===== config.mk =====
export PLATFORM = sky130hd
export DESIGN_NAME = shift_pipe
export DESIGN_NICKNAME = d
export VERILOG_FILES = /design/src/rtl/shift_pipe.sv
export SDC_FILE = /design/constraint.sdc
export NUM_CORES = 1
export LEC_CHECK = 0
export BUFFER_PORTS_ARGS = -buffer_cell sky130_fd_sc_hd__buf_2
export CAP_MARGIN = 20
export CORE_MARGIN = 2
export CORE_UTILIZATION = 60
export DETAILED_ROUTE_END_ITERATION = 10
export PLACE_DENSITY = 0.8
export SETUP_SLACK_MARGIN = 0.1
export SLEW_MARGIN = 20
export SYNTH_ARGS = -nofsm -noshare
export SYNTH_HDL_FRONTEND = slang
export SYNTH_SLANG_ARGS = --single-unit

===== constraint.sdc =====
create_clock -name clk -period 4.74 [get_ports clk]
set_clock_uncertainty 0.1 [all_clocks]
set_input_delay 0.474 -clock clk [delete_from_list [all_inputs] [get_ports clk]]
set_output_delay 0.474 -clock clk [all_outputs]
set_load 0.005 [all_outputs]

===== src/rtl/shift_pipe.sv =====
// Pipelined logarithmic shifter (SLL/SRA/ROR/SRL) with valid/ready slots
// placed every REG_EVERY shift stages; tag, shamt, mode and sign ride along.

module shift_stage #(
  parameter int WIDTH = 16,
  parameter int SH    = 1
) (
  input  logic [WIDTH-1:0] d_i,
  input  logic             en_i,
  input  logic [1:0]       mode_i,
  input  logic             sign_i,
  output logic [WIDTH-1:0] q_o
);
  localparam logic [1:0] M_SLL = 2'b00;
  localparam logic [1:0] M_SRA = 2'b01;
  localparam logic [1:0] M_ROR = 2'b10;

  always_comb begin
    q_o = d_i;
    if (en_i) begin
      case (mode_i)
        M_SLL:   q_o = {d_i[WIDTH-SH-1:0], {SH{1'b0}}};
        M_SRA:   q_o = {{SH{sign_i}}, d_i[WIDTH-1:SH]};
        M_ROR:   q_o = {d_i[SH-1:0], d_i[WIDTH-1:SH]};
        default: q_o = {{SH{1'b0}}, d_i[WIDTH-1:SH]};
      endcase
    end
  end
endmodule

module shift_pipe #(
  parameter int WIDTH     = 16,
  parameter int REG_EVERY = 2,
  parameter int TAG_W     = 4
) (
  input  logic                     clk,
  input  logic                     rst_n,
  input  logic                     In_valid,
  output logic                     In_ready,
  input  logic [WIDTH-1:0]         In,
  input  logic [$clog2(WIDTH)-1:0] Shamt,
  input  logic [1:0]               Mode,
  input  logic [TAG_W-1:0]         Tag,
  output logic                     Out_valid,
  input  logic                     Out_ready,
  output logic [WIDTH-1:0]         Out,
  output logic [TAG_W-1:0]         Out_tag,
  output logic                     Out_zero
);
  localparam int NST = $clog2(WIDTH);
  localparam int L   = (NST + REG_EVERY - 1) / REG_EVERY;

  typedef struct packed {
    logic [WIDTH-1:0] data;
    logic [NST-1:0]   shamt;
    logic [1:0]       mode;
    logic [TAG_W-1:0] tag;
    logic             sign;
  } slot_t;

  slot_t      up     [L];
  logic       up_vld [L];
  slot_t      slot_d [L];
  slot_t      slot_q [L];
  logic       vld_q  [L];
  logic [L:0] rdy;
  logic       zero_q;

  // Ready ripples back from the consumer; a slot is free if empty or draining.
  always_comb begin
    rdy[L] = Out_ready;
    for (int j = L - 1; j >= 0; j--) rdy[j] = !vld_q[j] || rdy[j+1];
  end

  // Stage k sits in the segment feeding slot k/REG_EVERY and is steered by
  // that segment's carried fields, never the live inputs once past slot 0.
  for (genvar k = 0; k < NST; k++) begin : g_stg
    localparam int SEG = k / REG_EVERY;
    logic [WIDTH-1:0] d, q;
    if (k % REG_EVERY == 0) begin : g_head
      assign d = up[SEG].data;
    end else begin : g_chain
      assign d = g_stg[k-1].q;
    end
    shift_stage #(.WIDTH(WIDTH), .SH(1 << k)) u_stage (
      .d_i    (d),
      .en_i   (up[SEG].shamt[k]),
      .mode_i (up[SEG].mode),
      .sign_i (up[SEG].sign),
      .q_o    (q)
    );
  end

  for (genvar j = 0; j < L; j++) begin : g_slot
    localparam int LAST = (((j + 1) * REG_EVERY < NST) ? (j + 1) * REG_EVERY : NST) - 1;
    if (j == 0) begin : g_src_in
      assign up[j]     = '{data: In, shamt: Shamt, mode: Mode, tag: Tag, sign: In[WIDTH-1]};
      assign up_vld[j] = In_valid;
    end else begin : g_src_slot
      assign up[j]     = slot_q[j-1];
      assign up_vld[j] = vld_q[j-1];
    end
    assign slot_d[j] = '{data: g_stg[LAST].q, shamt: up[j].shamt, mode: up[j].mode,
                         tag: up[j].tag, sign: up[j].sign};

    always_ff @(posedge clk or negedge rst_n) begin
      if (!rst_n) begin
        vld_q[j]  <= 1'b0;
        slot_q[j] <= '0;
      end else if (rdy[j]) begin
        vld_q[j]  <= up_vld[j];
        slot_q[j] <= slot_d[j];
      end
    end
  end

  always_ff @(posedge clk or negedge rst_n) begin
    if (!rst_n)        zero_q <= 1'b1;
    else if (rdy[L-1]) zero_q <= (slot_d[L-1].data == '0);
  end

  assign In_ready  = rdy[0];
  assign Out_valid = vld_q[L-1];
  assign Out       = slot_q[L-1].data;
  assign Out_tag   = slot_q[L-1].tag;
  assign Out_zero  = zero_q;
endmodule


* Yosys cells after proc, flatten, opt, wreduce, memory -nomap -nowiden
Index checks and enable logic that the tools add are counted.
Word-level totals: memories kept 0, bits in latches 0, input bits 30, memory bits (writable) 0, bits in registers 50, output and inout bits 23, memory bits (read-only) 0, word-level logic and storage cells 29
Operators by class: multiplexer cells 8, shift-type cells 0, $mul 0, bitwise gates (word level) 0, div/mod/pow operators 0, $add $sub $neg 0, equality and inequality tests 4, magnitude comparators 0, reductions and logical operators 7
Operators with widths (count):
- $pmux 16 s3 | 4
- $mux 16 | 4
- $logic_not 16->1 | 1
- $eq 2x1->1 const B | 2
- $eq 2x2->1 const B | 2
- $logic_not 2->1 | 2
- $logic_not 1->1 | 2
- $logic_or 1x1->1 | 2

* Longest topological paths before layout
depth in word-level cells 6, gate-level depth with buffers 8, mapped depth without buffers 6

* Modules after synthesis
Synthesis repeated with hierarchy kept, for this count alone.
Second synthesis, totals: cells, all modules 353, area, all modules 3367.0 um^2
By module, submodules not included:
- shift_pipe | cells an instance 109, times used 1, seq. area each 1202.4 um^2, area each 1893.1 um^2
- shift_stage (g_stg[1].u_stage) | cells an instance 71, times used 1, seq. area each 0.0 um^2, area each 434.2 um^2
- shift_stage (g_stg[2].u_stage) | cells an instance 65, times used 1, seq. area each 0.0 um^2, area each 389.1 um^2
- shift_stage (g_stg[0].u_stage) | cells an instance 54, times used 1, seq. area each 0.0 um^2, area each 351.6 um^2
- shift_stage (g_stg[3].u_stage) | cells an instance 54, times used 1, seq. area each 0.0 um^2, area each 299.0 um^2

* Worst setup path after synthesis
OpenSTA, ideal clock, no wires.
path type in2reg, start point in Mode[1], end point reg slot_q (netlist bit g_stg[2].d[14]), required time 4519 ps, cell stages on the path 7, path buffers 3, setup time 121 ps, slack 2840 ps, arrival 1679 ps, cell sequence buf_4 -> or2_1 -> buf_2 -> buf_2 -> a31oi_1 -> o221ai_1 -> a22o_1
On the way: longest elaborated chain between the ends 5, elaborated cells between the ends (all ways) 7, classes of those cells eq/ne: 2; mux: 4; reduce/logical: 1
Ends and longest elaborated chain:
- from (decl) | line 42 | input logic [1:0] Mode,
- $eq 2x2->1, or another cell as far along | line 21 | case (mode_i)
- $pmux 16 s3 | line 21
- $mux 16 | line 20 | if (en_i) begin
- $pmux 16 s3 | line 21
- $mux 16 (*) | line 20
- to (signal, indexed assignment) | line 112 | slot_q[j] <= slot_d[j];
- to (decl) | line 64 | slot_t slot_q [L];
Every way passes the cells marked *; elsewhere a longest branch is shown, timed or not. A chain may end at the register's enable or synchronous reset.

* Final worst setup path
start point reg vld_q (netlist bit Out_valid), end point out In_ready
On the way: longest elaborated chain between the ends 3
Ends and longest elaborated chain:
- from (decl) | line 65 | logic vld_q [L];
- from (signal, indexed assignment) | line 111 | vld_q[j] <= up_vld[j];
- $logic_not 1->1 | line 72 | for (int j = L - 1; j >= 0; j--) rdy[j] = !vld_q[j] || rdy[j+1];
- $logic_or 1x1->1 (2 in a row) | line 72
- to (decl) | line 39 | output logic In_ready,
Every way passes these cells.

==> tab_implementation.tex <==
\begin{tabular}{lr}
\hline
Metric & Value \\
\hline
\multicolumn{2}{l}{\textbf{STA}} \\
\quad Period minus WS final & 2.620 ns \\
\quad Final sum of negative setup slack & 0 ns \\
\quad Number of endpoints with negative hold slack in the final report & 0 \\
\quad Tightest Pin Transition & 0.8510 ns \\
\quad Share of the clock period used by the worst path after layout & 55.27\% \\
\quad Final setup violation count & 0 \\
\quad Achievable clock frequency & $\sim$0.38 GHz \\
\quad Count of pins over their slew limit & 0 \\
\quad Slew headroom & $\sim$43\% \\
\quad RSZ-0062 raised after global routing & no \\
\multicolumn{2}{l}{\textbf{Setup path}} \\
\quad Setup slack, reg-to-reg & 2.18 ns \\
\quad Source of the worst register-to-register timing path & slot\_d[5]\$\_DFFE\_PN0P\_ \\
\quad Signal arrival time at the worst endpoint & a little over 2 ns \\
\quad Sort of element at the start of the critical path & flop \\
\quad Reg2reg end & Out\_zero\$\_DFFE\_PN1P\_ \\
\quad Critical path data required time & 4.17 ns \\
\quad Crit-path max FO & 38 \\
\quad Launch point of the worst path & Out\_valid\$\_DFFE\_PN0P\_ \\
\quad Nature of the critical path endpoint & primary output \\
\quad Worst reg-to-reg path cell count & 6 \\
\quad Start-to-end type of the worst setup path & reg2out \\
\multicolumn{2}{l}{\textbf{Yosys}} \\
\quad Post-synthesis xor/xnor area fraction & 0\% \\
\quad Predominant post-synthesis flop cell & dfrtp\_1 \\
\quad Yosys warning count & 0 \\
\quad Yosys top cell area share & 36.92\% \\
\quad Combinational family with the most area after synthesis & compound AO/OA/AOI/OAI gates \\
\quad Adder and majority gate portion of the synthesized area & 0\% \\
\quad Synthesized-area fraction occupied by ao, oa, aoi and oai cells & 26.08\% \\
\quad Mean instance size in the synthesized netlist & 7.808 um\^{}2 \\
\quad Post-Synthesis Cells & 408 \\
\quad Number of synthesized register bits & 48 \\
\quad Synthesized net count & between 400 and 500 \\
\quad Sequential-to-total area share from yosys stat & 37.75\% \\
\quad Number of distinct library cells after synthesis & around 50 \\
\quad Number of flops mapped to enable cells by yosys & 0 \\
\quad Leading cell types by count after synthesis & 95 x nand2\_1, 48 x nor2\_1, 47 x dfrtp\_1 \\
\quad Most instantiated library cell after synthesis & nand2\_1 \\
\quad Synthesized cell area & 3186 um\^{}2 \\
\quad Top post-synthesis cells by area & dfrtp\_1 37\%, nand2\_1 11\%, mux2i\_1 5.7\% \\
\quad Share of cell area taken by muxes after synthesis & 7.423\% \\
\quad Async SR Flop Fraction & between 90\% and 100\% \\
\quad Top cell type by total area after synthesis & dfrtp\_1 \\
\quad Area share of and/or/nand/nor cells after synthesis & 23.21\% \\
\multicolumn{2}{l}{\textbf{Route}} \\
\quad Via count & 2981 \\
\quad Number of iterations in the first detailed-routing pass & 6 \\
\quad Total Routed Length & 7442 um \\
\quad Number of nets with antenna violations after routing & 0 \\
\quad Post-detailed-route via-to-cell ratio & approximately 6 \\
\quad 1st-iter DRT viols & around 270 \\
\quad \# DRC & 0 \\
\quad Wirelength per Cell & about 15 um \\
\multicolumn{2}{l}{\textbf{Cells and area}} \\
\quad \# diodes & 0 \\
\quad Final Instance Area & $\sim$3600 um\^{}2 \\
\quad Final standard cell utilization of the core & 69.70\% \\
\quad Non-filler cells, final & 508 \\
\quad Growth of design area from synthesis to finish & 11.74\% \\
\quad Filler instances & between 400 and 500 \\
\quad Count of nets after finishing & 467 \\
\quad Share of layout cells above drive strength 1 & 17.58\% \\
\multicolumn{2}{l}{\textbf{Die}} \\
\quad Starting utilization of the core area & 62.37\% \\
\quad Boundary pin count & 53 \\
\quad \# rows & 26 \\
\quad Total Die Area & around 5900 um\^{}2 \\
\quad Core region area & 5107 um\^{}2 \\
\quad Vertical extent of the die & 76.87 um \\
\quad Die extent in x & 76.87 um \\
\multicolumn{2}{l}{\textbf{Clock tree}} \\
\quad Cell at the root of the clock tree & clkbuf\_8 \\
\quad Clock transition time at the flip-flop clock pins of the worst setup and hold paths & 0.08 ns \\
\quad Post-CTS Setup Repair Bufs & 0 \\
\quad CTS-repair resized insts & 0 \\
\quad Buffer depth of the longest clock path & 2 \\
\quad Clock sink count & 48 \\
\quad CTS tree & yes \\
\quad H-tree depth & 2 \\
\quad Inserted Clock Buffers & 5 \\
\quad Post-CTS Hold Fix Bufs & 0 \\
\quad Insertion delay to the later sink of the worst-skew pair & roughly 0.3 ns \\
\multicolumn{2}{l}{\textbf{Pwr}} \\
\quad Power per Cell Area & 365.1 nW/um\^{}2 \\
\quad Leak Pwr & about 1.6 nW \\
\quad Combinational share of power & 27.4\% \\
\quad Internal power & 890.6 uW \\
\quad Switch Pwr & 408.9 uW \\
\quad Part of the power in the clock network & roughly 30\% \\
\quad Peak supply drop & around 170 uV \\
\quad Proportion of total power due to net switching & 31.47\% \\
\quad Proportion of power drawn by flip-flops and latches & 41.8\% \\
\multicolumn{2}{l}{\textbf{Global route}} \\
\quad Remaining Overflow, GRT & 0 \\
\quad Largest net degree at the start of global routing & 49 \\
\quad Number of antenna violations at the first check in global routing & 0 \\
\quad Vias in the first global route & 2685 \\
\quad Gr usage total & 26.49\% \\
\quad Global-route wire length before repair & 12810 um \\
\multicolumn{2}{l}{\textbf{Place}} \\
\quad Cell Area, Placed & 3398 um\^{}2 \\
\quad Last weighted congestion value of the routability-driven placer & about 0.9 \\
\quad Post-Place Cells & 500 \\
\quad Buffers added on ports & 52 \\
\quad DPL Wire Length & 5469 um \\
\multicolumn{2}{l}{\textbf{Run status}} \\
\quad Run status & complete, no violations \\
\multicolumn{2}{l}{\textbf{Worst hold path}} \\
\quad Hold Path Class & in2async \\
\multicolumn{2}{l}{\textbf{Run}} \\
\quad Count of maximum capacitance violations & 0 \\
\hline
\end{tabular}
## critical path: stages (launching register included)
cell     delay [ns]
dfrtp_1        0.36
nor2b_1        0.13
buf_4          0.25
and2_1         0.16
buf_4          0.31
inv_1          0.30
buf_2          0.22
## worst max-delay path by stage
stage | end | slack, ns
floorplan | g_stg[2].d[14]$_DFFE_PN0P_ | 2.84
global placement | In_ready | 2.26
detailed placement | Out_zero$_DFFE_PN1P_ | 2.23
CTS | In_ready | 2.09
global route | In_ready | 1.94
finish | In_ready | 2.12
## per-layer routing
metal,vias to the layer above,GRT usage [%],part of all wire [%]
met5,-,0,0
met4,0,7.455,1.4
met3,10,3.765,5.0
met2,101,46.23,50
met1,1354,34.27,44
li1,1516,-,-
## through the flow
step                      setup slack, ns  power (mW)  hold WS (ns)
after floorplan                     2.840      0.7876       0.07841
after global placement              2.263      0.8979        0.3549
after detailed placement            2.231      0.9063        0.3485
after CTS                           2.090       1.308        0.2591
after global routing                1.935       1.379        0.1183
final                               2.120       1.300       0.06104
## registers in the layout (all words and copies together) (netlist names)
register   count
Out           16
Out_tag        4
slot_d         9
up_vld         1
Out_valid      1
Out_zero       1
g_stg.d       16
## final cells by class
class	count	area, um^2	share of cell area, %
Multi-Input combinational cell	322	1807	50.76
Sequential cell	48	1202	33.78
Timing Repair Buffer	55	285.3	8.014
Clock inverter	3	90.09	2.531
Tap cell	70	87.58	2.460
Clock buffer	5	68.82	1.933
Inverter	5	18.77	0.5272
## power by group through the flow
stage                     clock network [mW]  logic (mW)  registers, mW
after floorplan                            0       0.258          0.529
after global placement                     0       0.348          0.550
after detailed placement                   0       0.354          0.552
after CTS                              0.407       0.357          0.544
after global routing                   0.422       0.402          0.555
final                                  0.400       0.356          0.544
## cell usage in the layout, fill, tap and decap left out, types with 3 or more instances in the layout
cell       synthesis  routed
nand2_1           95      95
buf_2             12      51
nor2_1            48      48
dfrtp_1           47      47
a21oi_1           26      26
o21ai_0           23      23
a31oi_1           19      19
mux2i_1           18      18
a211oi_1          16      16
nand2b_1           7       7
o22ai_1            7       7
nand3_1            6       6
inv_1              5       5
a311oi_1           5       5
mux2_2             5       5
clkbuf_8           0       5
o221ai_1           4       4
o31ai_1            4       4
nor3_1             4       4
a21o_1             4       4
buf_4              3       4
bufinv_16          0       3
## cells by family (layout without fill, tap and decap cells)
logic type | Yosys count | count (layout)
simple gates | 173 | 173
buf+inv | 38 | 68
compound gates | 126 | 126
flops | 48 | 48
mux | 23 | 23
Note: power is estimated with default switching activity, not from simulation.
